### src/rtl/cursor_overlay.sv
// cursor_overlay: accumulates decoded PS/2 mouse movement into a clamped,
// double-buffered cursor position and renders a coloured cursor square over
// a flat background for the VGA output stage.
// Optional build macro: CURSOR_BLINK_EN (32 frames shown / 32 frames hidden
// unless a button is held). Default build: cursor always drawn.
//
// Handshake: PacketValid is a one-cycle strobe with no back-pressure; the
// block accepts every packet in the cycle it is presented (implicit ready=1).
module cursor_overlay #(
  parameter int          H_RES       = 640,
  parameter int          V_RES       = 480,
  parameter int          CURSOR_SIZE = 8,
  parameter logic [11:0] BG_RGB      = 12'h000
) (
  input  logic        Clk,
  input  logic        Reset,
  input  logic        PacketValid,
  input  logic [8:0]  DeltaX,
  input  logic [8:0]  DeltaY,
  input  logic        OverflowX,
  input  logic        OverflowY,
  input  logic [2:0]  Buttons,
  input  logic        PixelTick,
  input  logic        VideoOn,
  input  logic [9:0]  PixelX,
  input  logic [9:0]  PixelY,
  output logic [9:0]  CursorX,
  output logic [9:0]  CursorY,
  output logic [11:0] RGB,
  output logic        dbg_blank
);

  typedef enum logic {ST_ACTIVE = 1'b0, ST_BLANK = 1'b1} state_t;

  localparam logic signed [11:0] MAX_X    = 12'(H_RES - CURSOR_SIZE);
  localparam logic signed [11:0] MAX_Y    = 12'(V_RES - CURSOR_SIZE);
  localparam logic [9:0]         CENTRE_X = 10'(H_RES / 2);
  localparam logic [9:0]         CENTRE_Y = 10'(V_RES / 2);
  localparam logic [9:0]         V_RES_L  = 10'(V_RES);
  localparam logic [10:0]        SIZE_L   = 11'(CURSOR_SIZE);

  state_t      state_q, state_d;
  logic [9:0]  pend_x_q, pend_x_d, pend_y_q, pend_y_d;
  logic [2:0]  pend_btn_q, pend_btn_d;
  logic [9:0]  cur_x_q, cur_x_d, cur_y_q, cur_y_d;
  logic [2:0]  btn_c_q, btn_c_d;
  logic [11:0] rgb_q, rgb_d;
  logic        commit;
  logic signed [11:0] sum_x, sum_y;
  logic        hit, show;

`ifdef CURSOR_BLINK_EN
  logic [5:0]  frame_cnt_q, frame_cnt_d;
`endif

  // Packet accumulation into the pending (back-buffer) position, clamped to screen.
  always_comb begin
    sum_x      = $signed({2'b00, pend_x_q}) + $signed({{3{DeltaX[8]}}, DeltaX});
    sum_y      = $signed({2'b00, pend_y_q}) - $signed({{3{DeltaY[8]}}, DeltaY});
    pend_x_d   = pend_x_q;
    pend_y_d   = pend_y_q;
    pend_btn_d = pend_btn_q;
    if (PacketValid) begin
      if (!OverflowX) begin
        if (sum_x < 12'sd0)      pend_x_d = '0;
        else if (sum_x > MAX_X)  pend_x_d = MAX_X[9:0];
        else                     pend_x_d = sum_x[9:0];
      end
      if (!OverflowY) begin
        // Mouse Y is positive-up, screen Y grows downwards.
        if (sum_y < 12'sd0)      pend_y_d = '0;
        else if (sum_y > MAX_Y)  pend_y_d = MAX_Y[9:0];
        else                     pend_y_d = sum_y[9:0];
      end
      pend_btn_d = Buttons;
    end
  end

  // Frame FSM: one commit pulse on entry to vertical blank.
  always_comb begin
    state_d = state_q;
    commit  = 1'b0;
    case (state_q)
      ST_ACTIVE: if (PixelTick && (PixelY >= V_RES_L)) begin
        state_d = ST_BLANK;
        commit  = 1'b1;
      end
      ST_BLANK: if (PixelTick && (PixelY == 10'd0)) state_d = ST_ACTIVE;
      default:  state_d = ST_ACTIVE;
    endcase
  end

  // Front-buffer update: commit reads the pre-update pending values.
  always_comb begin
    cur_x_d = commit ? pend_x_q   : cur_x_q;
    cur_y_d = commit ? pend_y_q   : cur_y_q;
    btn_c_d = commit ? pend_btn_q : btn_c_q;
`ifdef CURSOR_BLINK_EN
    frame_cnt_d = commit ? frame_cnt_q + 6'd1 : frame_cnt_q;
`endif
  end

  // Pixel colour for the scan position, registered on PixelTick.
  always_comb begin
    hit = ({1'b0, PixelX} >= {1'b0, cur_x_q}) && ({1'b0, PixelX} < ({1'b0, cur_x_q} + SIZE_L)) &&
          ({1'b0, PixelY} >= {1'b0, cur_y_q}) && ({1'b0, PixelY} < ({1'b0, cur_y_q} + SIZE_L));
`ifdef CURSOR_BLINK_EN
    show = ~frame_cnt_q[5] | (|btn_c_q);
`else
    show = 1'b1;
`endif
    rgb_d = rgb_q;
    if (PixelTick) begin
      if (!VideoOn)            rgb_d = 12'h000;
      else if (hit && show) begin
        if (btn_c_q[0])        rgb_d = 12'hF00;
        else if (btn_c_q[1])   rgb_d = 12'h0F0;
        else if (btn_c_q[2])   rgb_d = 12'h00F;
        else                   rgb_d = 12'hFFF;
      end
      else                     rgb_d = BG_RGB;
    end
  end

  // State registers; reset centres the cursor and restarts the frame FSM.
  always_ff @(posedge Clk or posedge Reset) begin
    if (Reset) begin
      state_q    <= ST_ACTIVE;
      pend_x_q   <= CENTRE_X;
      pend_y_q   <= CENTRE_Y;
      pend_btn_q <= 3'b000;
      cur_x_q    <= CENTRE_X;
      cur_y_q    <= CENTRE_Y;
      btn_c_q    <= 3'b000;
      rgb_q      <= 12'h000;
    end else begin
      state_q    <= state_d;
      pend_x_q   <= pend_x_d;
      pend_y_q   <= pend_y_d;
      pend_btn_q <= pend_btn_d;
      cur_x_q    <= cur_x_d;
      cur_y_q    <= cur_y_d;
      btn_c_q    <= btn_c_d;
      rgb_q      <= rgb_d;
    end
  end

`ifdef CURSOR_BLINK_EN
  // Frame counter for blinking, advanced once per commit.
  always_ff @(posedge Clk or posedge Reset) begin
    if (Reset) frame_cnt_q <= 6'd0;
    else       frame_cnt_q <= frame_cnt_d;
  end
`endif

  assign CursorX   = cur_x_q;
  assign CursorY   = cur_y_q;
  assign RGB       = rgb_q;
  assign dbg_blank = (state_q == ST_BLANK);

endmodule
### config.mk
export PLATFORM = sky130hd
export DESIGN_NAME = cursor_overlay
export DESIGN_NICKNAME = d
export VERILOG_FILES = /design/src/rtl/cursor_overlay.sv
export SDC_FILE = /design/constraint.sdc
export NUM_CORES = 1
export LEC_CHECK = 0
export ABC_AREA = 1
export BUFFER_PORTS_ARGS = -buffer_cell sky130_fd_sc_hd__buf_2
export CAP_MARGIN = 20
export CORE_MARGIN = 5
export CORE_UTILIZATION = 50
export DETAILED_ROUTE_END_ITERATION = 8
export PLACE_DENSITY = 0.77
export SYNTH_ARGS = -nofsm -noshare
export SYNTH_HDL_FRONTEND = slang
export SYNTH_SLANG_ARGS = --single-unit
### constraint.sdc
create_clock -name Clk -period 2.22 [get_ports Clk]
set_clock_uncertainty 0.2 [all_clocks]
set_input_delay 0.111 -clock Clk [delete_from_list [all_inputs] [get_ports Clk]]
set_output_delay 0.111 -clock Clk [all_outputs]
set_load 0.01 [all_outputs]
-- Word level (Yosys, flattened, before mapping)
Cells that the tools add are included.
- bits in registers: 59
- input bits: 48
- $lt $le $gt $ge: 9
- bitwise operators: 3
- reductions and logical operators: 8
- add/sub/neg operators: 4
- mux-type cells: 13
- operator list (operator ; number):
    12-bit 2-to-1 mux ; 5
    10-bit 2-to-1 mux ; 4
    12-bit by 1-bit < comparator with 1-bit output (second input constant) ; 2
    10-bit by 4-bit adder with 11-bit output (second input constant) ; 2
    10-bit by 11-bit < comparator with 1-bit output ; 2
    10-bit >= comparator ; 2
    11-bit by 9-bit adder with 12-bit output ; 1
    12-bit by 10-bit greater-than comparator with 1-bit output (second input constant) ; 1
    12-bit by 11-bit greater-than comparator with 1-bit output (second input constant) ; 1
    11-bit by 9-bit subtractor with 12-bit output ; 1
    10-bit by 9-bit >= comparator with 1-bit output (second input constant) ; 1
    10-bit zero test ; 1
    1-bit logical AND ; 5
    2-bit AND reduction ; 2
    1-bit 2-to-1 mux ; 3
    1-bit inverter ; 3
    1-bit case mux with 2 select lines ; 1

-- Longest topological paths before layout
- word-level depth: 7
- gate-level depth with buffers: 18
- mapped depth without buffers: 18

-- Worst setup path after synthesis
OpenSTA, ideal clock, no wires.
- path kind: reg2reg
- start point: reg cur_y_q[4] (netlist: CursorY[4])
- end point: reg rgb_q[10] (netlist: RGB[10])
- required time: 1.955 ns
- path slack: -0.047 ns
- clock period less this slack: 2.267 ns
- data arrival time: 2.002 ns
- stages on the path, launching flop included: 13
- path buffers: 0
- path through: dfstp_2 > inv_1 > nor3_2 > nand3_1 > xor2_1 > ha_1 > a21oi_1 > o21ai_1 > nor2_1 > nand2_1 > nor2_1 > nand3_1 > nand2_1
- word-level cells in the longest chain between the ends: 5
- elaborated cells on any way between the ends: 7
- ends and longest elaborated chain (what ; RTL line ; source):
    start: declaration ; 45 ; logic [9:0] cur_x_q, cur_x_d, cur_y_q, cur_y_d;
    start signal: assignment ; 142 ; cur_y_q <= cur_y_d;
    10-bit by 4-bit adder with 11-bit output or 10-bit >= comparator (tied branches) ; 106 ; ({1'b0, PixelY} >= {1'b0, cur_y_q}) && ({1'b0, PixelY} < ({1'b0, cur_y_q} + SIZE_L));
    10-bit by 11-bit < comparator with 1-bit output or 1-bit logical AND (tied branches) ; 106, 105 ;
    1-bit logical AND * ; 106 ;
    12-bit 2-to-1 mux * ; 115 ; else if (hit && show) begin
    12-bit 2-to-1 mux * ; 114 ; if (!VideoOn) rgb_d = 12'h000;
    end signal: assignment ; 144 ; rgb_q <= rgb_d;
    end: declaration ; 47 ; logic [11:0] rgb_q, rgb_d;
Every way passes the cells marked *; elsewhere a longest branch is shown, timed or not.
A chain may end at the register's enable or synchronous reset.

-- Worst setup path after layout
- start point: reg cur_y_q[4] (netlist: CursorY[4])
- end point: reg rgb_q[7] (netlist: RGB[7])
The elaborated chain is that of the path after synthesis.

==> report_table.html <==
<table>
<tr><th>Metric</th><th>Value</th></tr>
<tr><th colspan="2">Place</th></tr>
<tr><td>Detailed placement HPWL</td><td>9230 um</td></tr>
<tr><td>Routability congestion estimate from global placement</td><td>0.912</td></tr>
<tr><td>Port buffer count</td><td>80</td></tr>
<tr><td>Placed inst area</td><td>5380 um^2</td></tr>
<tr><th colspan="2">Timing</th></tr>
<tr><td>Number of endpoints with negative hold slack in the final report</td><td>0</td></tr>
<tr><td>Clock period minus worst slack</td><td>2.40 ns</td></tr>
<tr><td>Final period utilization</td><td>1.08</td></tr>
<tr><td>Unrepaired setup endpoints after global routing</td><td>yes</td></tr>
<tr><td>Final setup violation count</td><td>22</td></tr>
<tr><td>Min setup slack post-route</td><td>-0.184 ns</td></tr>
<tr><td>Actual transition at the worst max-transition pin</td><td>0.791 ns</td></tr>
<tr><td>Remaining max-slew budget at the tightest pin</td><td>0.472</td></tr>
<tr><td>Number of pins with negative max-slew slack in the final report</td><td>0</td></tr>
<tr><td>Sum of negative setup slack</td><td>-1.81 ns</td></tr>
<tr><td>Fmax</td><td>416 MHz</td></tr>
<tr><th colspan="2">Yosys</th></tr>
<tr><td>Adder-cell share of the synthesized area</td><td>0.167</td></tr>
<tr><td>Dominant cell type by area after synthesis</td><td>dfrtp_1</td></tr>
<tr><td>Post-synthesis simple-gate area fraction</td><td>0.313</td></tr>
<tr><td>Number of cells produced by synthesis</td><td>671</td></tr>
<tr><td>Cell area after synthesis</td><td>4590 um^2</td></tr>
<tr><td>Cell types occupying the most area after synthesis</td><td>dfrtp_1, nand2_1, ha_1</td></tr>
<tr><td>Compound-cell area share of the yosys netlist</td><td>0.0953</td></tr>
<tr><td>Net count after synthesis</td><td>779</td></tr>
<tr><td>Top flip-flop cell by instance count after synthesis</td><td>dfrtp_1</td></tr>
<tr><td>Xor-xnor portion of the synthesized cell area</td><td>0.0300</td></tr>
<tr><td>Seq/Total Area, Yosys</td><td>0.276</td></tr>
<tr><td>Synthesis warning total</td><td>0</td></tr>
<tr><td>Mean instance size in the synthesized netlist</td><td>6.85 um^2</td></tr>
<tr><td>Main combinational cell family by area after synthesis</td><td>simple AND/OR/NAND/NOR gates</td></tr>
<tr><td>Number of enable-type register cells in the synthesized netlist</td><td>0</td></tr>
<tr><td>Distinct cell type count after synthesis</td><td>40</td></tr>
<tr><td>Seq cells post-synth</td><td>50</td></tr>
<tr><td>Area share of the largest cell type after synthesis</td><td>0.207</td></tr>
<tr><td>Proportion of synthesized flip-flops having asynchronous set or reset</td><td>1.00</td></tr>
<tr><td>Proportion of synthesized area in mux cells</td><td>0</td></tr>
<tr><th colspan="2">Global route</th></tr>
<tr><td>Maximum number of pins on one net before global-route repair</td><td>48</td></tr>
<tr><td>First-pass GRT wire length</td><td>19,500 um</td></tr>
<tr><td>Grt total ovfl</td><td>0</td></tr>
<tr><td>Antenna violations before repair</td><td>0</td></tr>
<tr><td>Via count of the first global-routing pass</td><td>4,489</td></tr>
<tr><td>Global-route usage over all layers</td><td>0.207</td></tr>
<tr><th colspan="2">Route</th></tr>
<tr><td>First DRT Iteration DRCs</td><td>187</td></tr>
<tr><td>Final Routed Wirelength</td><td>12,300 um</td></tr>
<tr><td>Count of antenna-violating nets left after detailed routing</td><td>0</td></tr>
<tr><td>Average wire per cell in the routed design</td><td>13.2 um</td></tr>
<tr><td>Total number of vias</td><td>4,748</td></tr>
<tr><td>Drt first pass iters</td><td>6</td></tr>
<tr><td>Detailed-route DRC error count</td><td>0</td></tr>
<tr><td>Vias per cell</td><td>5.12</td></tr>
<tr><th colspan="2">Critical path</th></tr>
<tr><td>Data arrival, critical path</td><td>2.40 ns</td></tr>
<tr><td>Worst Setup End Kind</td><td>flop</td></tr>
<tr><td>Startpoint Class</td><td>flop</td></tr>
<tr><td>Required time of the worst setup path</td><td>2.21 ns</td></tr>
<tr><td>Setup CP Type</td><td>reg -&gt; reg</td></tr>
<tr><td>Critical-path maximum fanout</td><td>3</td></tr>
<tr><th colspan="2">Layout</th></tr>
<tr><td>Total non-filler cell area in the finished layout</td><td>6220 um^2</td></tr>
<tr><td>Synth-to-Final Area Change</td><td>35.4%</td></tr>
<tr><td>Number of diodes added for antenna fixing</td><td>0</td></tr>
<tr><td>Share of final-layout standard cells stronger than drive strength 1</td><td>0.329</td></tr>
<tr><td>Most frequent cells in the layout</td><td>nand2_1, inv_1, buf_2, buf_4, nor2_1</td></tr>
<tr><td>Most common cell after layout, fill and taps aside</td><td>nand2_1</td></tr>
<tr><td>Utilization after layout</td><td>0.683</td></tr>
<tr><td>Number of nets in the layout</td><td>924</td></tr>
<tr><th colspan="2">Clock tree</th></tr>
<tr><td>Total number of clock tree sinks</td><td>50</td></tr>
<tr><td>Clock tree from TritonCTS</td><td>built</td></tr>
<tr><td>Inserted Clock Buffers</td><td>5</td></tr>
<tr><td>Clock insertion delay at the later pin of the skew report</td><td>0.30 ns</td></tr>
<tr><td>Number of H-tree levels</td><td>2</td></tr>
<tr><td>Clock Tree Root</td><td>clkbuf_8</td></tr>
<tr><td>Clock tree buffer depth</td><td>2</td></tr>
<tr><td>Clock edge transition at the registers on the reported setup and hold paths</td><td>0.10 ns</td></tr>
<tr><th colspan="2">Power and ir drop</th></tr>
<tr><td>Internal power summed over all cells</td><td>0.00393 W</td></tr>
<tr><td>Power share of the combinational group</td><td>0.683</td></tr>
<tr><td>Seq pwr share</td><td>0.228</td></tr>
<tr><td>Largest vdd supply drop</td><td>0.449 mV</td></tr>
<tr><td>Leakage power of the design</td><td>3.37 nW</td></tr>
<tr><td>Switching share of power</td><td>0.470</td></tr>
<tr><td>Cell Pwr Density</td><td>1190 nW/um^2</td></tr>
<tr><td>Total power</td><td>0.00742 W</td></tr>
<tr><td>Power dissipated by switching net loads</td><td>0.00349 W</td></tr>
<tr><td>Share of total power in the clock network</td><td>0.089</td></tr>
<tr><th colspan="2">Worst hold path</th></tr>
<tr><td>Worst hold path type</td><td>in -&gt; reg</td></tr>
<tr><th colspan="2">Floorplan</th></tr>
<tr><td>Width of the chip</td><td>106 um</td></tr>
<tr><td>Starting density of the core</td><td>0.504</td></tr>
<tr><td># IOs</td><td>81</td></tr>
<tr><td>Floorplan die area</td><td>11,200 um^2</td></tr>
<tr><td>Core area</td><td>9110 um^2</td></tr>
<tr><td>Row count</td><td>35</td></tr>
<tr><td>Overall die height</td><td>106 um</td></tr>
<tr><th colspan="2">Run</th></tr>
<tr><td>Max-cap violations</td><td>0</td></tr>
<tr><th colspan="2">Outcome</th></tr>
<tr><td>Result of the run</td><td>finished with violations</td></tr>
<tr><td>Violated checks</td><td>setup timing</td></tr>
</table>
-- synthesized netlist by cell type, types with 2 or more instances --
library cell and number:
dfrtp_1 38, clkbuf_1 2, inv_2 5, nor3_1 6
o21bai_1 3, a21oi_1 37, nand3_1 39, dfstp_2 12
a21o_1 2, nand4_1 10, buf_4 10, nand3_2 5
xor2_2 2, nand2_2 8, a21oi_2 2, xnor2_1 3
inv_1 116, o21ai_0 16, nand2_1 199, xor2_1 9
o22ai_1 3, nor2_1 53, buf_1 2, fa_1 2
o21ai_1 8, ha_1 58, nor4_1 4, nor3_2 2
nand3b_1 4
-- flip-flops by register name, indices dropped and copies added, names as in the netlist --
register    cells
pend_x_q       10
dbg_blank       1
RGB             3
btn_c_q         3
pend_y_q       10
CursorY        10
CursorX        10
pend_btn_q      3
-- layout make-up --
type	count	area, um^2
Fill cell	718	2890
Tap cell	111	139
Inverter	121	457
Multi-Input combinational cell	485	3240
Clock inverter	3	47.5
Clock buffer	5	68.8
Sequential cell	50	1270
Timing Repair Buffer	153	998
-- repair_timing --
action	CTS	global route
setup endpoints to repair	22	22
pin swaps	12	21
setup buffers	6	9
resized for setup	19	75
hold buffers	17	0
hold endpoints to repair	36	0
-- path summary, 6_finish.rpt --
kind / from / to / slack (ns) / depth (start not counted)
setup / recovery: CursorY[4] / RGB[7] / -0.18 / 12
hold / removal: OverflowX / pend_x_q[0] / 0.03 / 4
setup reg to reg: CursorY[4] / RGB[7] / -0.18 / 12
hold reg to reg: pend_y_q[7] / pend_y_q[7] / 0.32 / 2
max in group asynchronous: Reset / pend_x_q[5] / 0.90 / 4
min in group asynchronous: Reset / pend_y_q[0] / 0.31 / 3
-- layer usage --
layer,wire length [um],GRT usage
met5,0,0
met4,227,0.0675
met3,648,0.0269
met2,6050,0.353
met1,5330,0.272
-- stage by stage --
step	worst slack, ns	hold slack [ns]	cells
6_report	-0.184	0.0279	928
5_1_grt	-0.313	0.0394	928
4_1_cts	-0.127	0.0144	919
3_5_place_dp	-0.126	0.109	888
3_3_place_gp	-0.0700	0.108	888
2_1_floorplan	0.00580	0.0183	671
-- cells by family after synthesis --
logic type | Yosys count
and+or+nand+nor | 334
DFF | 50
adders and majority gates | 60
xor gates and xnor gates | 14
buffers and inverters | 136
AOI/OAI and AO/OA | 77
-- power groups by stage --
| stage | sequential [W] | clock, W | combinational (W) |
|---|---|---|---|
| floorplan | 0.00166 | 0 | 0.00272 |
| global placement | 0.00164 | 0 | 0.00395 |
| detailed placement | 0.00165 | 0 | 0.00411 |
| CTS | 0.00165 | 0.000669 | 0.00437 |
| global route | 0.00174 | 0.000709 | 0.00566 |
| finish | 0.00169 | 0.000661 | 0.00507 |
-- worst max-delay path: stages (launching register included) --
cell and delay, ns:
dfstp_2 0.59, ha_4 0.15, nand2_2 0.05, nor2_2 0.16
nand3_2 0.09, xor2_1 0.16, ha_1 0.30, nand4_1 0.12
nand3b_1 0.19, nand2_2 0.11, nor2_4 0.05, nand3_1 0.07
nand2_1 0.06
(Power assumes the default switching activity.)
